File: src/rtl/fetch_stage_pkg.sv
// Shared fetch-stage definitions: instruction width, NOP encoding, default reset PC, FSM states.
// Latency: n/a (types, constants and a pure helper function only).
// Backpressure: n/a.
package fetch_stage_pkg;

  localparam int INST_WIDTH = 32;

  // Canonical NOP (addi x0, x0, 0); shown on o_id_inst while IF/ID is empty after reset.
  localparam logic [INST_WIDTH-1:0] NOP_INST = 32'h0000_0013;

  localparam logic [31:0] DEFAULT_RESET_PC = 32'h0000_0000;

  typedef enum logic {
    ST_RUN  = 1'b0,
    ST_HALT = 1'b1
  } fetch_state_e;

  // An all-zero word marks the end of the program image.
  function automatic logic is_end_word(input logic [INST_WIDTH-1:0] word);
    return (word == '0);
  endfunction

endpackage

File: src/rtl/fetch_pc_gen.sv
// Next-PC selection: redirect target (word aligned), sequential pc+4, or hold.
// Latency: purely combinational, result is registered by the parent.
// Backpressure: the parent deasserts i_step while stalled or halted so the PC holds.
module fetch_pc_gen #(
  parameter int XLEN = 32
) (
  input  logic [XLEN-1:0] i_pc,
  input  logic            i_redirect,
  input  logic [XLEN-1:0] i_redirect_pc,
  input  logic            i_step,
  output logic [XLEN-1:0] o_pc_next,
  output logic [XLEN-1:0] o_pc_plus4
);

  logic [XLEN-1:0] redirect_aligned;

  // Sequential successor (wraps mod 2^XLEN) and redirect target with the low two bits cleared.
  always_comb begin
    o_pc_plus4       = i_pc + XLEN'(4);
    redirect_aligned = i_redirect_pc & ~XLEN'(3);
  end

  // Redirect beats sequential advance, which beats hold.
  always_comb begin
    if (i_redirect) begin
      o_pc_next = redirect_aligned;
    end else if (i_step) begin
      o_pc_next = o_pc_plus4;
    end else begin
      o_pc_next = i_pc;
    end
  end

endmodule

File: src/rtl/fetch_stage.sv
// Instruction fetch: owns the PC, reads instruction memory combinationally, fills the IF/ID register.
// Latency: the word at pc appears on o_id_inst one clock edge after it is addressed.
// Backpressure: o_id_valid && !i_id_ready stalls; pc and IF/ID hold until decode accepts.
module fetch_stage
  import fetch_stage_pkg::*;
#(
  parameter int               XLEN     = 32,
  parameter int               MEM_SIZE = 1024,
  parameter logic [XLEN-1:0]  RESET_PC = XLEN'(DEFAULT_RESET_PC),
  localparam int              ADDR_W   = $clog2(MEM_SIZE)
) (
  input  logic                  i_clk,
  input  logic                  i_rst_n,
  output logic [ADDR_W-1:0]     o_imem_addr,
  input  logic [INST_WIDTH-1:0] i_imem_inst,
  input  logic                  i_redirect,
  input  logic [XLEN-1:0]       i_redirect_pc,
  input  logic                  i_id_ready,
  output logic                  o_id_valid,
  output logic [INST_WIDTH-1:0] o_id_inst,
  output logic [XLEN-1:0]       o_id_pc,
  output logic [XLEN-1:0]       o_id_pc_plus4,
  output logic                  o_halted
);

  fetch_state_e          state_q, state_d;
  logic [XLEN-1:0]       pc_q, pc_d, pc_plus4;
  logic                  id_vld_q, id_vld_d;
  logic [INST_WIDTH-1:0] id_inst_q, id_inst_d;
  logic [XLEN-1:0]       id_pc_q, id_pc_d;
  logic [XLEN-1:0]       id_pc_plus4_q, id_pc_plus4_d;

  logic fetch_run;
  logic advance;
  logic word_end;
  logic pc_step;

  // Memory is byte addressed; the fetch address is simply the truncated PC, so fetch wraps.
  assign o_imem_addr = pc_q[ADDR_W-1:0];

  // Fetch proceeds when running and IF/ID is empty or being drained this cycle.
  always_comb begin
    advance  = fetch_run && (!id_vld_q || i_id_ready);
    word_end = is_end_word(i_imem_inst);
    pc_step  = advance && !word_end;
  end

  fetch_pc_gen #(
    .XLEN (XLEN)
  ) u_pc_gen (
    .i_pc          (pc_q),
    .i_redirect    (i_redirect),
    .i_redirect_pc (i_redirect_pc),
    .i_step        (pc_step),
    .o_pc_next     (pc_d),
    .o_pc_plus4    (pc_plus4)
  );

  // FSM state register.
  always_ff @(posedge i_clk or negedge i_rst_n) begin
    if (!i_rst_n) begin
      state_q <= ST_RUN;
    end else begin
      state_q <= state_d;
    end
  end

  // FSM next state: a fetched end word halts, a redirect always restarts fetch.
  always_comb begin
    state_d = state_q;
    if (i_redirect) begin
      state_d = ST_RUN;
    end else if ((state_q == ST_RUN) && advance && word_end) begin
      state_d = ST_HALT;
    end
  end

  // FSM outputs.
  always_comb begin
    fetch_run = (state_q == ST_RUN);
    o_halted  = (state_q == ST_HALT);
  end

  // IF/ID next contents: flush on redirect, load on advance, drain in halt, otherwise hold.
  always_comb begin
    id_vld_d      = id_vld_q;
    id_inst_d     = id_inst_q;
    id_pc_d       = id_pc_q;
    id_pc_plus4_d = id_pc_plus4_q;
    if (i_redirect) begin
      id_vld_d = 1'b0;
    end else if (advance) begin
      if (!word_end) begin
        id_vld_d      = 1'b1;
        id_inst_d     = i_imem_inst;
        id_pc_d       = pc_q;
        id_pc_plus4_d = pc_plus4;
      end else begin
        // The end word itself is never handed to decode.
        id_vld_d = 1'b0;
      end
    end else if (id_vld_q && i_id_ready) begin
      id_vld_d = 1'b0;
    end
  end

  // PC and IF/ID registers; reset discards any in-flight instruction immediately.
  always_ff @(posedge i_clk or negedge i_rst_n) begin
    if (!i_rst_n) begin
      pc_q          <= RESET_PC;
      id_vld_q      <= 1'b0;
      id_inst_q     <= NOP_INST;
      id_pc_q       <= '0;
      id_pc_plus4_q <= '0;
    end else begin
      pc_q          <= pc_d;
      id_vld_q      <= id_vld_d;
      id_inst_q     <= id_inst_d;
      id_pc_q       <= id_pc_d;
      id_pc_plus4_q <= id_pc_plus4_d;
    end
  end

  assign o_id_valid    = id_vld_q;
  assign o_id_inst     = id_inst_q;
  assign o_id_pc       = id_pc_q;
  assign o_id_pc_plus4 = id_pc_plus4_q;

endmodule

File: config.mk
export PLATFORM = sky130hd
export DESIGN_NAME = fetch_stage
export DESIGN_NICKNAME = d
export VERILOG_FILES = /design/src/rtl/fetch_stage_pkg.sv /design/src/rtl/fetch_pc_gen.sv /design/src/rtl/fetch_stage.sv
export SDC_FILE = /design/constraint.sdc
export NUM_CORES = 1
export LEC_CHECK = 0
export CAP_MARGIN = 10
export CORE_MARGIN = 4
export CORE_UTILIZATION = 47
export CTS_CLUSTER_SIZE = 25
export DETAILED_ROUTE_END_ITERATION = 10
export PLACE_DENSITY_LB_ADDON = 0.15
export SLEW_MARGIN = 10
export SYNTH_ARGS = -nofsm -noshare
export SYNTH_HDL_FRONTEND = slang
export SYNTH_SLANG_ARGS = --single-unit
File: constraint.sdc
create_clock -name i_clk -period 2.73 [get_ports i_clk]
set_clock_uncertainty 0.2 [all_clocks]
set_input_delay 0.4095 -clock i_clk [delete_from_list [all_inputs] [get_ports i_clk]]
set_output_delay 0.4095 -clock i_clk [all_outputs]
set_load 0.01 [all_outputs]
After elaboration in Yosys (flattened, before gate mapping)
Cells that the tools add are included.

Bits in registers: 130. Bits of input ports: 68. Output and inout port bits: 108. Logic and storage cells: 31.

$add $sub $neg: 1. Multiplexer cells: 8. Bitwise logic cells: 3. Reductions and logical operators: 13.

Operators by type and width (count): $mux 32 (2); $add 32x3->32 const B (1); $logic_not 32->1 (1); $mux 1 (6); $logic_and 1x1->1 (5); $reduce_bool 2->1 (2); $not 1->1 (3); $reduce_and 3->1 (1); $reduce_bool 3->1 (1); $logic_not 1->1 (2); $logic_or 1x1->1 (1).

Depth between registers and ports, before layout
Word-level depth: 7. Gate-level depth with buffers: 7.

Modules after synthesis
Synthesis repeated with hierarchy kept, for this count alone.

Cells, all modules: 517. Area, all modules: 6095.8 um2.

Modules (own cells, without submodules): fetch_stage (times used 1, cells an instance 265, area an instance 4594.4 um2, seq. area each 3256.9 um2); fetch_pc_gen (times used 1, cells an instance 252, area an instance 1501.4 um2, seq. area each 0.0 um2).

Least setup slack after synthesis
Ideal clock, no wire load.

Path type: register to register. Start: reg pc_q[2]. End: reg pc_q[26]. Setup time: 0.082 ns. Arrival: 1.810 ns. Setup slack: 0.638 ns. Cell stages (with the launch flop): 7. Clock period less this slack: 2.092 ns. Cells stage by stage: dfrtp_1 ha_1 nand4_2 nor4_4 nand4_1 or3_1 a31oi_1.

Cells in the longest elaborated chain, start to end: 3.

RTL lines: start, declared (line fetch_stage.sv:27) `logic [XLEN-1:0] pc_q, pc_d, pc_plus4;`; start signal, assigned (line fetch_stage.sv:116) `pc_q <= pc_d;`; $add 32x3->32 (line fetch_pc_gen.sv:19) `o_pc_plus4 = i_pc + XLEN'(4);`; $mux 32 (line fetch_pc_gen.sv:27) `end else if (i_step) begin`; $mux 32 (line fetch_pc_gen.sv:25) `if (i_redirect) begin`.

Every way passes these cells. The select of a mux whose other input is x is not followed. A chain may end at the register's enable or synchronous reset.

Worst setup path in the final report
Start: in i_imem_inst[18]. End: reg id_pc_plus4_q[19], in the netlist o_id_pc_plus4[19].

Cells in the longest elaborated chain, start to end: 3.

RTL lines: start, declared (line fetch_stage.sv:15) `input logic [INST_WIDTH-1:0] i_imem_inst,`; $logic_not 32->1 (line fetch_stage_pkg.sv:20) `return (word == '0);`; $not 1->1 (no line); $reduce_and 3->1 (no line); end signal, assigned (line fetch_stage.sv:120) `id_pc_plus4_q <= id_pc_plus4_d;`; end, declared (line fetch_stage.sv:31) `logic [XLEN-1:0] id_pc_plus4_q, id_pc_plus4_d;`.

Every way passes these cells.

==> reports/metrics.csv <==
metric,value,unit
combPwrFrac,0.204,
ant_nets,0,
cts_tree,yes,
slowest_stage,nor4_1,
cpMostUsedCell,buf_4,
post-cts-setup-buffers,0,
crit_family,buffers and inverters,
p_sw,1.48,mW
status,"finished, final reports clean",
max_slew_margin,0.555,
ys_seq_elements,124,
die_x,119,um
ys_types,43,
hold_class,reg2reg,
fin_crit_sh,0.915,
syn_area,5830,um2
grt_first_pass_wirelength,25800,um
overflow,0,
power.leakage,3.63,nW
worstPathMaxFanout,72,
multiInputGateArea,2480,um2
rsz0062_at_grt,false,
setup_viol,0,
wl_per_cell,15.8,um
setup_tns,0,ns
ys.warnings.count,0,
grtUsageMet2,0.365,
utilization,0.684,
die_h,119,um
clkPwrFrac,0.389,
initial_core_util,0.483,
tightest_slew,0.668,ns
io_buffers,167,
clk_pin_slew,0.05,ns
area_growth,41.5,%
slowest_delay,0.45,ns
routabilityCongestion,0.818,
grt_max_degree,125,
dr.pass1.iters,4,
synth_mux_area_frac,0.00172,
grt_pass1_vias,5186,
diodes,0,
place.detailed.hpwl,10800,um
first_iter_violations,271,
vias,5060,
ctsHoldBuffers,1,
cts-htree-levels,4,
worst_ep_arrival_time,2.56,ns
max-vdd-ir-drop,0.473,mV
path_buf_inv,4,
crit_type,in2reg,
gr-usage-all-layers,0.226,
antenna_found_initial,0,
avgSynthCellArea,9.02,um2
cp-start-kind,input pin,
met3_usage,0.0632,
fmax,400,MHz
synth_xor_area_frac,0.0586,
internal_power,4.09,mW
synth_top_family_by_area,simple AND/OR/NAND/NOR gates,
required,2.80,ns
finish.net_count,872,
postSynthCellCount,646,
cp_cell_sequence,clkdlybuf4s50_1 > nor4_1 > buf_4 > nand4_1 > buf_4 > o21ai_4 > buf_12 > o21ai_0,
rows,40,
report.final.slew_viol_count,0,
p_per_area,675,nW/um2
drc_errors,0,
synth_compound_area_frac,0.0964,
via_per_inst,5.14,
grtUsageMet1,0.288,
cts_root_buf,clkbuf_16,
drv_cap,0,
dp_slack,-0.180,ns
cts_resized,0,
gr-max-usage-layer,met2,
swShare,0.266,
seq_area_frac_synth,0.533,
ios,176,
fin_ws,0.233,ns
synth_simple_gate_area_frac,0.259,
die_area,14200,um2
seqPwrFrac,0.407,
crit_path_end_kind,flop,
layout-drive-gt1-share,0.0797,
cts_buffers,17,
clock_latency,0.41,ns
routed_wl,15500,um
hold_viol_final,0,
finalCriticalPeriod,2.50,ns
clock_sinks,124,
regArea,3110,um2
synth_fa_ha_area_frac,0.00215,
design.core.area,12100,um2
fillers,962,
cts_buffer_depth,2,
## worst reg2reg max path, cell delays in order (launching register included)
cell,delay (ns)
dfrtp_1,0.43
ha_1,0.31
nand4_2,0.29
nor4_4,0.44
nand3_1,0.20
or3_1,0.34
a31oi_1,0.19
## sequential cells by signal, summed over array words and instances (netlist names)
name,flops
pc_q,30
o_id_valid,1
o_id_pc_plus4,30
o_id_inst,32
o_halted,1
o_id_pc,30
## cells in the mapped netlist (all sizes together)
cell type    n  area (um2)
a31oi       16         100
nor3         7        46.3
nand2      237         890
or3         14        87.6
nor2        22        85.1
a21boi       1        7.51
nand4       11        87.6
clkbuf      18        67.6
conb         1        3.75
and3         4        25.0
ha           1        12.5
nand2b       4        25.0
o21ai       60         304
a21oi        1        5.00
dfstp        3        78.8
o21a         3        22.5
buf         33         199
o31ai        1        7.51
dfrtp      121        3030
and4         3        26.3
xor2        29         254
nand3       11        85.1
o31a         3        26.3
mux2i        1        10.0
inv          4        15.0
xnor2       10        87.6
or4          1        7.51
o2111ai      5        43.8
o211ai       6        45.0
nor4        14         139
nor2b        1        6.26
## path summary, 6_finish.rpt
check / from / to / slack, ns / cells after the start
setup / recovery: i_imem_inst[18] / o_id_pc_plus4[19]$_DFFE_PN0P_ / 0.23 / 8
hold / removal: o_id_inst[1]$_DFFE_PN1P_ / o_id_inst[1]$_DFFE_PN1P_ / 0.26 / 2
setup reg to reg: pc_q[3]$_DFFE_PN0P_ / pc_q[28]$_DFFE_PN0P_ / 0.25 / 6
hold reg to reg: o_id_inst[1]$_DFFE_PN1P_ / o_id_inst[1]$_DFFE_PN1P_ / 0.26 / 2
max in group asynchronous: i_rst_n / pc_q[11]$_DFFE_PN0P_ / 1.39 / 3
min in group asynchronous: i_rst_n / o_id_inst[23]$_DFFE_PN0P_ / 0.43 / 3
## placed cells by master (no fill, tap or decap), types with 6 or more instances in the layout
| cell type | count |
|---|---|
| clkinv_2 | 7 |
| nand2_1 | 237 |
| xnor2_1 | 10 |
| o211ai_1 | 6 |
| nor2_1 | 21 |
| a31oi_1 | 16 |
| dfrtp_1 | 121 |
| or3_1 | 14 |
| o21ai_1 | 6 |
| o21ai_0 | 52 |
| xor2_1 | 29 |
| nor4_1 | 10 |
| nor3_1 | 6 |
| clkbuf_16 | 17 |
| nand3_1 | 8 |
| buf_4 | 12 |
| nand4_1 | 8 |
| conb_1 | 6 |
| clkdlybuf4s50_1 | 166 |
## per-stage QoR
step	power (mW)	hold slack, ns	cells	area (um2)
after floorplan	2.76	-0.0861	651	5850
after global placement	3.40	0.248	951	7660
after detailed placement	3.44	0.249	951	7660
after CTS	5.63	0.259	984	8250
after global routing	5.83	0.281	984	8250
final	5.57	0.260	984	8250
## kinds of logic (layout without fill, tap and decap cells)
family / after synthesis / count (layout)
other: 1 / 6
AOI/OAI and AO/OA: 96 / 96
and+or+nand+nor: 329 / 329
adders and majority gates: 1 / 1
buffers and inverters: 55 / 220
xor gates and xnor gates: 39 / 39
DFF: 124 / 124
muxes: 1 / 1
## cell type report
class	instances	area share
multi-input combinational	472	0.301
clock inverter	9	0.0115
clock buffer	23	0.0579
sequential	124	0.377
inverter	4	0.00182
tap	168	0.0255
timing repair buffer	184	0.226
## power by group through the flow
stage | Combinational (mW) | Sequential, mW | Clock (mW)
2_1_floorplan | 0.410 | 2.35 | 0
3_3_place_gp | 1.12 | 2.28 | 0
3_5_place_dp | 1.14 | 2.30 | 0
4_1_cts | 1.15 | 2.27 | 2.20
5_1_grt | 1.24 | 2.31 | 2.29
6_report | 1.14 | 2.27 | 2.16
## layer usage
metal	part of all wire	up-vias
li1	-	2453
met1	0.43	2419
met2	0.49	156
met3	0.058	32
met4	0.027	0
met5	0	-
Power figures use the tool's default switching activity.
